## config.mk

```make
export PLATFORM = sky130hd
export DESIGN_NAME = nx_indirect_access_initiator
export DESIGN_NICKNAME = d
export VERILOG_FILES = /design/src/rtl/nx_mem_typePKG.sv /design/src/rtl/nx_indirect_poll_timer.sv /design/src/rtl/nx_indirect_access_initiator.sv
export SDC_FILE = /design/constraint.sdc
export NUM_CORES = 1
export LEC_CHECK = 0
export ABC_AREA = 1
export CAP_MARGIN = 40
export CORE_AREA = 5 5 423 425
export CTS_CLUSTER_SIZE = 30
export DETAILED_ROUTE_END_ITERATION = 12
export DIE_AREA = 0 0 428 430
export DONT_BUFFER_PORTS = 1
export PLACE_DENSITY = 0.3
export REMOVE_ABC_BUFFERS = 1
export SETUP_SLACK_MARGIN = 0.02
export SYNTH_ARGS = -nofsm -noshare
export SYNTH_HDL_FRONTEND = slang
export SYNTH_SLANG_ARGS = --single-unit
```

## constraint.sdc

```tcl
create_clock -name clk -period 3.63 [get_ports clk]
set_clock_uncertainty 0.1 [all_clocks]
set_input_delay 0.5445 -clock clk [delete_from_list [all_inputs] [get_ports clk]]
set_output_delay 0.5445 -clock clk [all_outputs]
set_load 0.02 [all_outputs]
```

## src/rtl/nx_mem_typePKG.sv

```systemverilog
// Shared encodings for the indirect memory access protocol, plus the
// state type used by the hardware-side initiator.
package nx_mem_typePKG;

  typedef enum logic [3:0] {
    OP_NOP            = 4'd0,
    OP_READ           = 4'd1,
    OP_WRITE          = 4'd2,
    OP_ENABLE         = 4'd3,
    OP_DISABLE        = 4'd4,
    OP_RESET          = 4'd5,
    OP_INIT           = 4'd6,
    OP_INIT_INC       = 4'd7,
    OP_SET_INIT_START = 4'd8,
    OP_COMPARE        = 4'd9,
    OP_SIM_TMO        = 4'd14,
    OP_ACK_ERROR      = 4'd15
  } cmnd_op_t;

  typedef enum logic [2:0] {
    ST_EMPTY     = 3'd0,
    ST_OK        = 3'd1,
    ST_KEY_ERROR = 3'd2,
    ST_TIMEOUT   = 3'd4,
    ST_NAK       = 3'd5,
    ST_BUSY      = 3'd7
  } stat_code_t;

  typedef enum logic [2:0] {
    S_IDLE,
    S_ISSUE,
    S_SETTLE,
    S_POLL,
    S_RESP,
    S_ACK,
    S_SETTLE_ACK,
    S_ACK_POLL
  } initiator_state_t;

  // A command has finished once the responder shows anything but BUSY or EMPTY.
  function automatic logic stat_is_done(input logic [2:0] code);
    return (code != ST_BUSY) && (code != ST_EMPTY);
  endfunction

endpackage

```

## src/rtl/nx_indirect_poll_timer.sv

```systemverilog
// Saturating poll-wait counter; expired stays high once the last count is
// reached until the next clear.
module nx_indirect_poll_timer #(
  parameter int TMO_CYCLES = 1024
) (
  input  logic clk,
  input  logic rst_n,
  input  logic clear,
  input  logic enable,
  output logic expired
);

  localparam int CW = $clog2(TMO_CYCLES);
  localparam logic [CW-1:0] LAST = CW'(TMO_CYCLES - 1);

  logic [CW-1:0] count;

  always_ff @(posedge clk) begin
    if (!rst_n) begin
      count <= '0;
    end else if (clear) begin
      count <= '0;
    end else if (enable && (count != LAST)) begin
      count <= count + CW'(1);
    end
  end

  assign expired = (count == LAST);

endmodule

```

## src/rtl/nx_indirect_access_initiator.sv

```systemverilog
// Hardware master for the indirect access register protocol: issues one
// table command, polls the responder status, returns status and read data.
module nx_indirect_access_initiator
  import nx_mem_typePKG::*;
#(
  parameter int                         N_REG_ADDR_BITS = 16,
  parameter logic [N_REG_ADDR_BITS-1:0] CMND_ADDRESS    = '0,
  parameter int                         N_DATA_BITS     = 258,
  parameter int                         N_ENTRIES       = 512,
  parameter int                         TMO_CYCLES      = 1024,
  parameter bit                         AUTO_ACK        = 1'b1
) (
  input  logic                          clk,
  input  logic                          rst_n,
  input  logic                          req_valid,
  output logic                          req_ready,
  input  logic [3:0]                    req_op,
  input  logic [$clog2(N_ENTRIES)-1:0]  req_addr,
  input  logic [N_DATA_BITS-1:0]        req_data,
  output logic                          rsp_valid,
  input  logic                          rsp_ready,
  output logic [2:0]                    rsp_code,
  output logic [N_DATA_BITS-1:0]        rsp_data,
  output logic                          rsp_local_tmo,
  output logic [N_REG_ADDR_BITS-1:0]    reg_addr,
  output logic                          wr_stb,
  output logic [N_DATA_BITS-1:0]        wr_dat,
  output logic [3:0]                    cmnd_op,
  output logic [$clog2(N_ENTRIES)-1:0]  cmnd_addr,
  input  logic [2:0]                    stat_code,
  input  logic [N_DATA_BITS-1:0]        rd_dat,
  output logic                          busy
);

  localparam int AW = $clog2(N_ENTRIES);

  initiator_state_t state, state_nxt;

  logic                   armed_q;
  logic [3:0]             op_q;
  logic [AW-1:0]          addr_q;
  logic [N_DATA_BITS-1:0] data_q;
  logic [2:0]             rsp_code_q;
  logic [N_DATA_BITS-1:0] rsp_data_q;
  logic                   rsp_tmo_q;

  logic tmr_clear;
  logic tmr_enable;
  logic tmr_expired;
  logic stat_done;
  logic op_returns_data;
  logic req_fire;

  assign stat_done       = stat_is_done(stat_code);
  assign op_returns_data = (op_q == OP_READ) || (op_q == OP_COMPARE);
  assign req_fire        = (state == S_IDLE) && armed_q && req_valid;

  nx_indirect_poll_timer #(
    .TMO_CYCLES (TMO_CYCLES)
  ) u_poll_timer (
    .clk     (clk),
    .rst_n   (rst_n),
    .clear   (tmr_clear),
    .enable  (tmr_enable),
    .expired (tmr_expired)
  );

  // armed_q keeps req_ready low for the first cycle after reset releases.
  always_ff @(posedge clk) begin
    if (!rst_n) begin
      state   <= S_IDLE;
      armed_q <= 1'b0;
    end else begin
      state   <= state_nxt;
      armed_q <= 1'b1;
    end
  end

  always_comb begin
    state_nxt  = state;
    req_ready  = 1'b0;
    rsp_valid  = 1'b0;
    wr_stb     = 1'b0;
    reg_addr   = '0;
    cmnd_op    = '0;
    cmnd_addr  = '0;
    wr_dat     = '0;
    tmr_clear  = 1'b0;
    tmr_enable = 1'b0;
    case (state)
      S_IDLE: begin
        req_ready = armed_q;
        if (req_fire) state_nxt = S_ISSUE;
      end
      S_ISSUE: begin
        wr_stb    = 1'b1;
        reg_addr  = CMND_ADDRESS;
        cmnd_op   = op_q;
        cmnd_addr = addr_q;
        wr_dat    = data_q;
        tmr_clear = 1'b1;
        state_nxt = S_SETTLE;
      end
      S_SETTLE: begin
        state_nxt = S_POLL;
      end
      S_POLL: begin
        tmr_enable = 1'b1;
        if (stat_done || tmr_expired) state_nxt = S_RESP;
      end
      S_RESP: begin
        rsp_valid = 1'b1;
        if (rsp_ready) begin
          state_nxt = (AUTO_ACK && (rsp_code_q != ST_OK)) ? S_ACK : S_IDLE;
        end
      end
      S_ACK: begin
        wr_stb    = 1'b1;
        reg_addr  = CMND_ADDRESS;
        cmnd_op   = OP_ACK_ERROR;
        tmr_clear = 1'b1;
        state_nxt = S_SETTLE_ACK;
      end
      S_SETTLE_ACK: begin
        state_nxt = S_ACK_POLL;
      end
      S_ACK_POLL: begin
        tmr_enable = 1'b1;
        if ((stat_code == ST_EMPTY) || tmr_expired) state_nxt = S_IDLE;
      end
      default: begin
        state_nxt = S_IDLE;
      end
    endcase
  end

  // A genuine completion wins over a timer expiring in the same poll cycle.
  always_ff @(posedge clk) begin
    if (!rst_n) begin
      op_q       <= '0;
      addr_q     <= '0;
      data_q     <= '0;
      rsp_code_q <= '0;
      rsp_data_q <= '0;
      rsp_tmo_q  <= 1'b0;
    end else begin
      if (req_fire) begin
        op_q   <= req_op;
        addr_q <= req_addr;
        data_q <= req_data;
      end
      if (state == S_POLL) begin
        if (stat_done) begin
          rsp_code_q <= stat_code;
          rsp_data_q <= op_returns_data ? rd_dat : '0;
          rsp_tmo_q  <= 1'b0;
        end else if (tmr_expired) begin
          rsp_code_q <= ST_TIMEOUT;
          rsp_data_q <= '0;
          rsp_tmo_q  <= 1'b1;
        end
      end
    end
  end

  assign rsp_code      = (state == S_RESP) ? rsp_code_q : '0;
  assign rsp_data      = (state == S_RESP) ? rsp_data_q : '0;
  assign rsp_local_tmo = (state == S_RESP) ? rsp_tmo_q  : 1'b0;
  assign busy          = (state != S_IDLE);

endmodule

```

==> results.md <==
- The flow ran to the end, and the final reports show no timing, DRC or antenna violations.
- Data on the critical path is required at its endpoint by 2.99 ns.
- The slew at the pin with the worst max-slew slack is 0.8850 ns.
- OpenSTA, run right after detailed placement, puts the worst setup slack at 0.8907 ns.
- Dividing the synthesized area by the synthesized cell count gives 7.054 um2.
- For this run, the post-layout net count is 4414.
- The slowest stage of the critical path belongs to the cell dfxtp_1.
- The number of enable-type register cells in the synthesized netlist is 0.
- Summed over all nets, the half-perimeter wirelength after detailed placement is 78130 um.
- Of all nets on the critical path, the largest fanout is 59.
- After global routing the overflow that remains totals 0.
- The post-detailed-route wirelength per cell is 17.73 um.
- The share of synthesized area occupied by flip-flops and latches is 0.4651.
- The vias after detailed routing is 23210.
- The total internal power is 12.91 mW.
- The count of pins over their slew limit is 0.
- In this run the clock root is driven by a clkbuf_16.
- The share of power burned in combinational logic is 0.253.
- Entering global routing, the biggest net connects 219 pins.
- The I/O pin count is 1089.
- The region available for standard cell placement spans 175000 um2.
- The buffers plus inverters on the worst setup path is 5.
- The share of synthesized area in the top cell type comes to 0.4651.
- The fraction of layout instances using a drive strength above 1 is 0.09273.
- The maximum vdd drop is 338.5 uV.
- The endpoint of the worst-slack reg-to-reg timing path is data_q[231].
- Yosys printed 0 warnings.
- The remaining number of nets flagged by the antenna check after routing is 0.
- The number of failing setup endpoints in the final timing report is 0.
- After clock tree synthesis, the clock-pin slew on the worst setup and hold paths is 0.06 ns.
- Setup slack on the worst reg-to-reg path comes out at 0.44 ns.
- The number of gates resized after CTS was 0.
- After layout, the design draws a total of 19.66 mW.
- The via count of the first global-routing pass is 23930.
- The routability congestion estimate is 0.7705.
- The net switching power figure is 6.751 mW.
- The sequential fraction of design power is 0.357.
- The most common cell type on the critical path is buf_4.
- After floorplanning, the core was divided into 154 placement rows.
- Across all hold checks on the routed design, the worst slack comes to 0.1290 ns.
- Derived from the worst setup path, the maximum achievable clock frequency is 303.9 MHz.
- In the global route stage, overall resource usage came out at 0.1148.
- The area of the die is 184000 um2.
- The netlist area before placement is 23550 um2.
- The power density normalized to cell area is 566.6 nW/um2.
- The post-cts hold buffer count is 538.
- Setup repair after global routing left no endpoint under its margin.
- The detailed-route vias per instance is 3.692.
- The detailed-routing iteration count for the pre-antenna-repair pass is 5.
- In this design, the stage delay of the slowest critical-path cell is 0.37 ns.
- Summed over all failing endpoints, the final setup total negative slack is 0 ns.
- The post-synthesis register bit count is 547.
- The biggest area contributor in the post-synthesis netlist is dfxtp_1.
- After layout, the worst setup slack is 0.3395 ns.
- No sink is reached through more buffers than the 3 on the longest clock path.
- Yosys attributes the largest share of cell area to dfxtp_1 47%, a21oi_1 12%, nor2_1 10%.
- The critical path capture point type is an output pin.
- The number of port buffers is 0.
- The final wirelength is 111400 um.
- In this run the post-CTS setup repair buffer count came out at 0.
- The last element of the critical path is rsp_data[31].
- The die is 430 um tall.
- The number of DRC markers after the initial detailed-route iteration is 1107.
- In this run the tightest slew margin relative to its limit is 0.4100.
- The H-tree depth is 3.
- The share of total power dissipated in the clock network is 0.390.
- The smallest clock period supported by the final layout is computed as 3.291 ns.
- Counting the buffers created by CTS gives 76.
- The first global-routing pass estimated 162300 um of wire.
- In this run, distinct cell masters in the synthesized netlist total 32.
- The ratio of final minimum period to clock period is 0.9065.
- Walking the worst path, the cells encountered are inv_1 > nand2_1 > nor2_1 > buf_4 > inv_8 > buf_4 > buf_4 > nor2_1.
- The initial antenna violation count is 9.
- The die extent in x is 428 um.
- Of the total power, the share spent switching nets is 0.3433.
- The number of cells on the worst reg-to-reg path is 9.
- For this run, the share of the core covered by cells in the final layout is 0.1984.
- The initial standard-cell utilization of the core is 0.1346.
- The most common flop cell mapped by yosys is dfxtp_1.
- The number of inserted filler cells in the final layout is 20110.
- The path class of the tightest hold or removal check is in -> reg.
- The number of instances in the synthesized netlist is 3338.
- The startpoint type of the worst setup path is a register.
- TritonCTS built the clock tree.
- The later-pin clock latency in the skew report is 0.67 ns.
- The number of remaining DRC errors is 0.
- The leakage power is 11.87 nW.
- In this run the number of cells on the critical path is 8.
- The family of cells with the greatest summed delay on the critical path is buffers and inverters.
- Counting flops with an async set or reset pin after synthesis yields a share of 0.
- Compared with the post-synthesis result, the final layout area differs by 47.39%.
- The number of hold violations in the final report was 0.
- The total clock sinks is 547.
- The worst setup path is of the reg -> out kind.
- The origin of the worst setup path is state[1].
- The number of violations of the max-capacitance limit is 0.
- The launching point of the worst reg2reg path is state[2].
- The arrival time at the worst endpoint is 2.65 ns.
how the worst min path moves through the flow:
| stage | start | to | cells past startpoint |
|---|---|---|---|
| after floorplan | op_q[3] | op_q[3] | 2 |
| after global placement | data_q[226] | data_q[226] | 2 |
| after detailed placement | data_q[135] | data_q[135] | 2 |
| after CTS | rst_n | data_q[243] | 2 |
| after global routing | rst_n | data_q[125] | 2 |
| final | req_data[38] | data_q[38] | 2 |
logic make-up (layout without fill, tap and decap cells):
logic type      Yosys count  count (layout)  share of synthesized area
compound gates          934             934                     0.1993
xor+xnor                  2               2                  0.0007441
fa+ha+maj                 1               1                  0.0005313
buf+inv                 833            1416                     0.1495
flops                   547             547                     0.4651
other cells               1              25                  0.0001593
simple gates           1020            1020                     0.1847
power groups by stage:
stage | sequential (mW) | clock, mW | combinational (mW)
detailed placement | 7.15 | 0 | 4.53
floorplan | 7.11 | 0 | 2.78
global route | 7.10 | 8.22 | 5.53
global placement | 7.14 | 0 | 4.54
finish | 7.02 | 7.66 | 4.98
CTS | 7.02 | 8.04 | 5.12
stage by stage:
stage | instances | instance area (um2)
5_1_grt | 6283 | 34700
3_5_place_dp | 5601 | 26770
3_3_place_gp | 5601 | 26770
6_report | 6285 | 34700
2_1_floorplan | 3076 | 22170
4_1_cts | 6276 | 34680
cells in the mapped netlist (15+ instances only):
master      n
nand3_1   113
nor2_1    648
nand3_2    51
dfxtp_1   547
buf_6      15
buf_2      92
a21oi_1   548
o21ai_0   349
nand2_1   192
inv_1     554
buf_4      31
clkbuf_1  128
o21ai_1    33
placed cells by master (no fill, tap or decap), drive strengths merged:
| master | netlist | final |
|---|---|---|
| nor2 | 653 | 653 |
| or2 | 1 | 1 |
| buf | 149 | 186 |
| o21a | 1 | 1 |
| ha | 1 | 1 |
| nand3b | 1 | 1 |
| nand2 | 194 | 194 |
| conb | 1 | 16 |
| clkinv | 0 | 7 |
| xor2 | 2 | 2 |
| inv | 556 | 560 |
| diode | 0 | 9 |
| clkbuf | 128 | 121 |
| nand3 | 165 | 165 |
| a21oi | 549 | 549 |
| a211oi | 1 | 1 |
| dfxtp | 547 | 547 |
| nand4 | 3 | 3 |
| dlygate4sd3 | 0 | 537 |
| o21bai | 1 | 1 |
| bufinv | 0 | 4 |
| clkinvlp | 0 | 1 |
| o21ai | 382 | 382 |
| nor3 | 3 | 3 |
area by class of cell:
class	count	area, um2	area share
Multi-Input combinational cell	1973	9165	0.2641
Clock buffer	121	2293	0.06609
Clock inverter	16	216.5	0.006237
Sequential cell	547	10950	0.3155
Antenna cell	9	22.52	0.0006490
Tap cell	2340	2928	0.08436
Inverter	556	2100	0.06050
Timing Repair Buffer	723	7029	0.2025
sequential cells by signal, summed over array words and instances (netlist names):
| signal | count |
|---|---|
| addr_q | 9 |
| armed_q | 1 |
| state | 3 |
| rsp_data_q | 258 |
| u_poll_timer.count | 10 |
| rsp_code_q | 3 |
| op_q | 4 |
| data_q | 258 |
| rsp_tmo_q | 1 |
worst reg2reg max path, stage by stage, from the launching register on:
cell           delay [ns]
dfxtp_1              0.36
inv_2                0.17
nand3_2              0.22
nor2_2               0.41
nand2_4              0.25
buf_12               0.31
buf_4                0.36
o21ai_0              0.26
dlygate4sd3_1        0.57
a21oi_1              0.04
routing by layer:
| layer | up-vias | share of wire | track usage | wire [um] |
|---|---|---|---|---|
| li1 | 11480 | - | - | - |
| met4 | 0 | 0.027 | 0.04154 | 2961 |
| met3 | 132 | 0.069 | 0.03715 | 7717 |
| met2 | 765 | 0.51 | 0.2074 | 57170 |
| met5 | - | 0 | 0 | 0 |
| met1 | 10830 | 0.39 | 0.1252 | 43560 |
(Power assumes the default switching activity.)
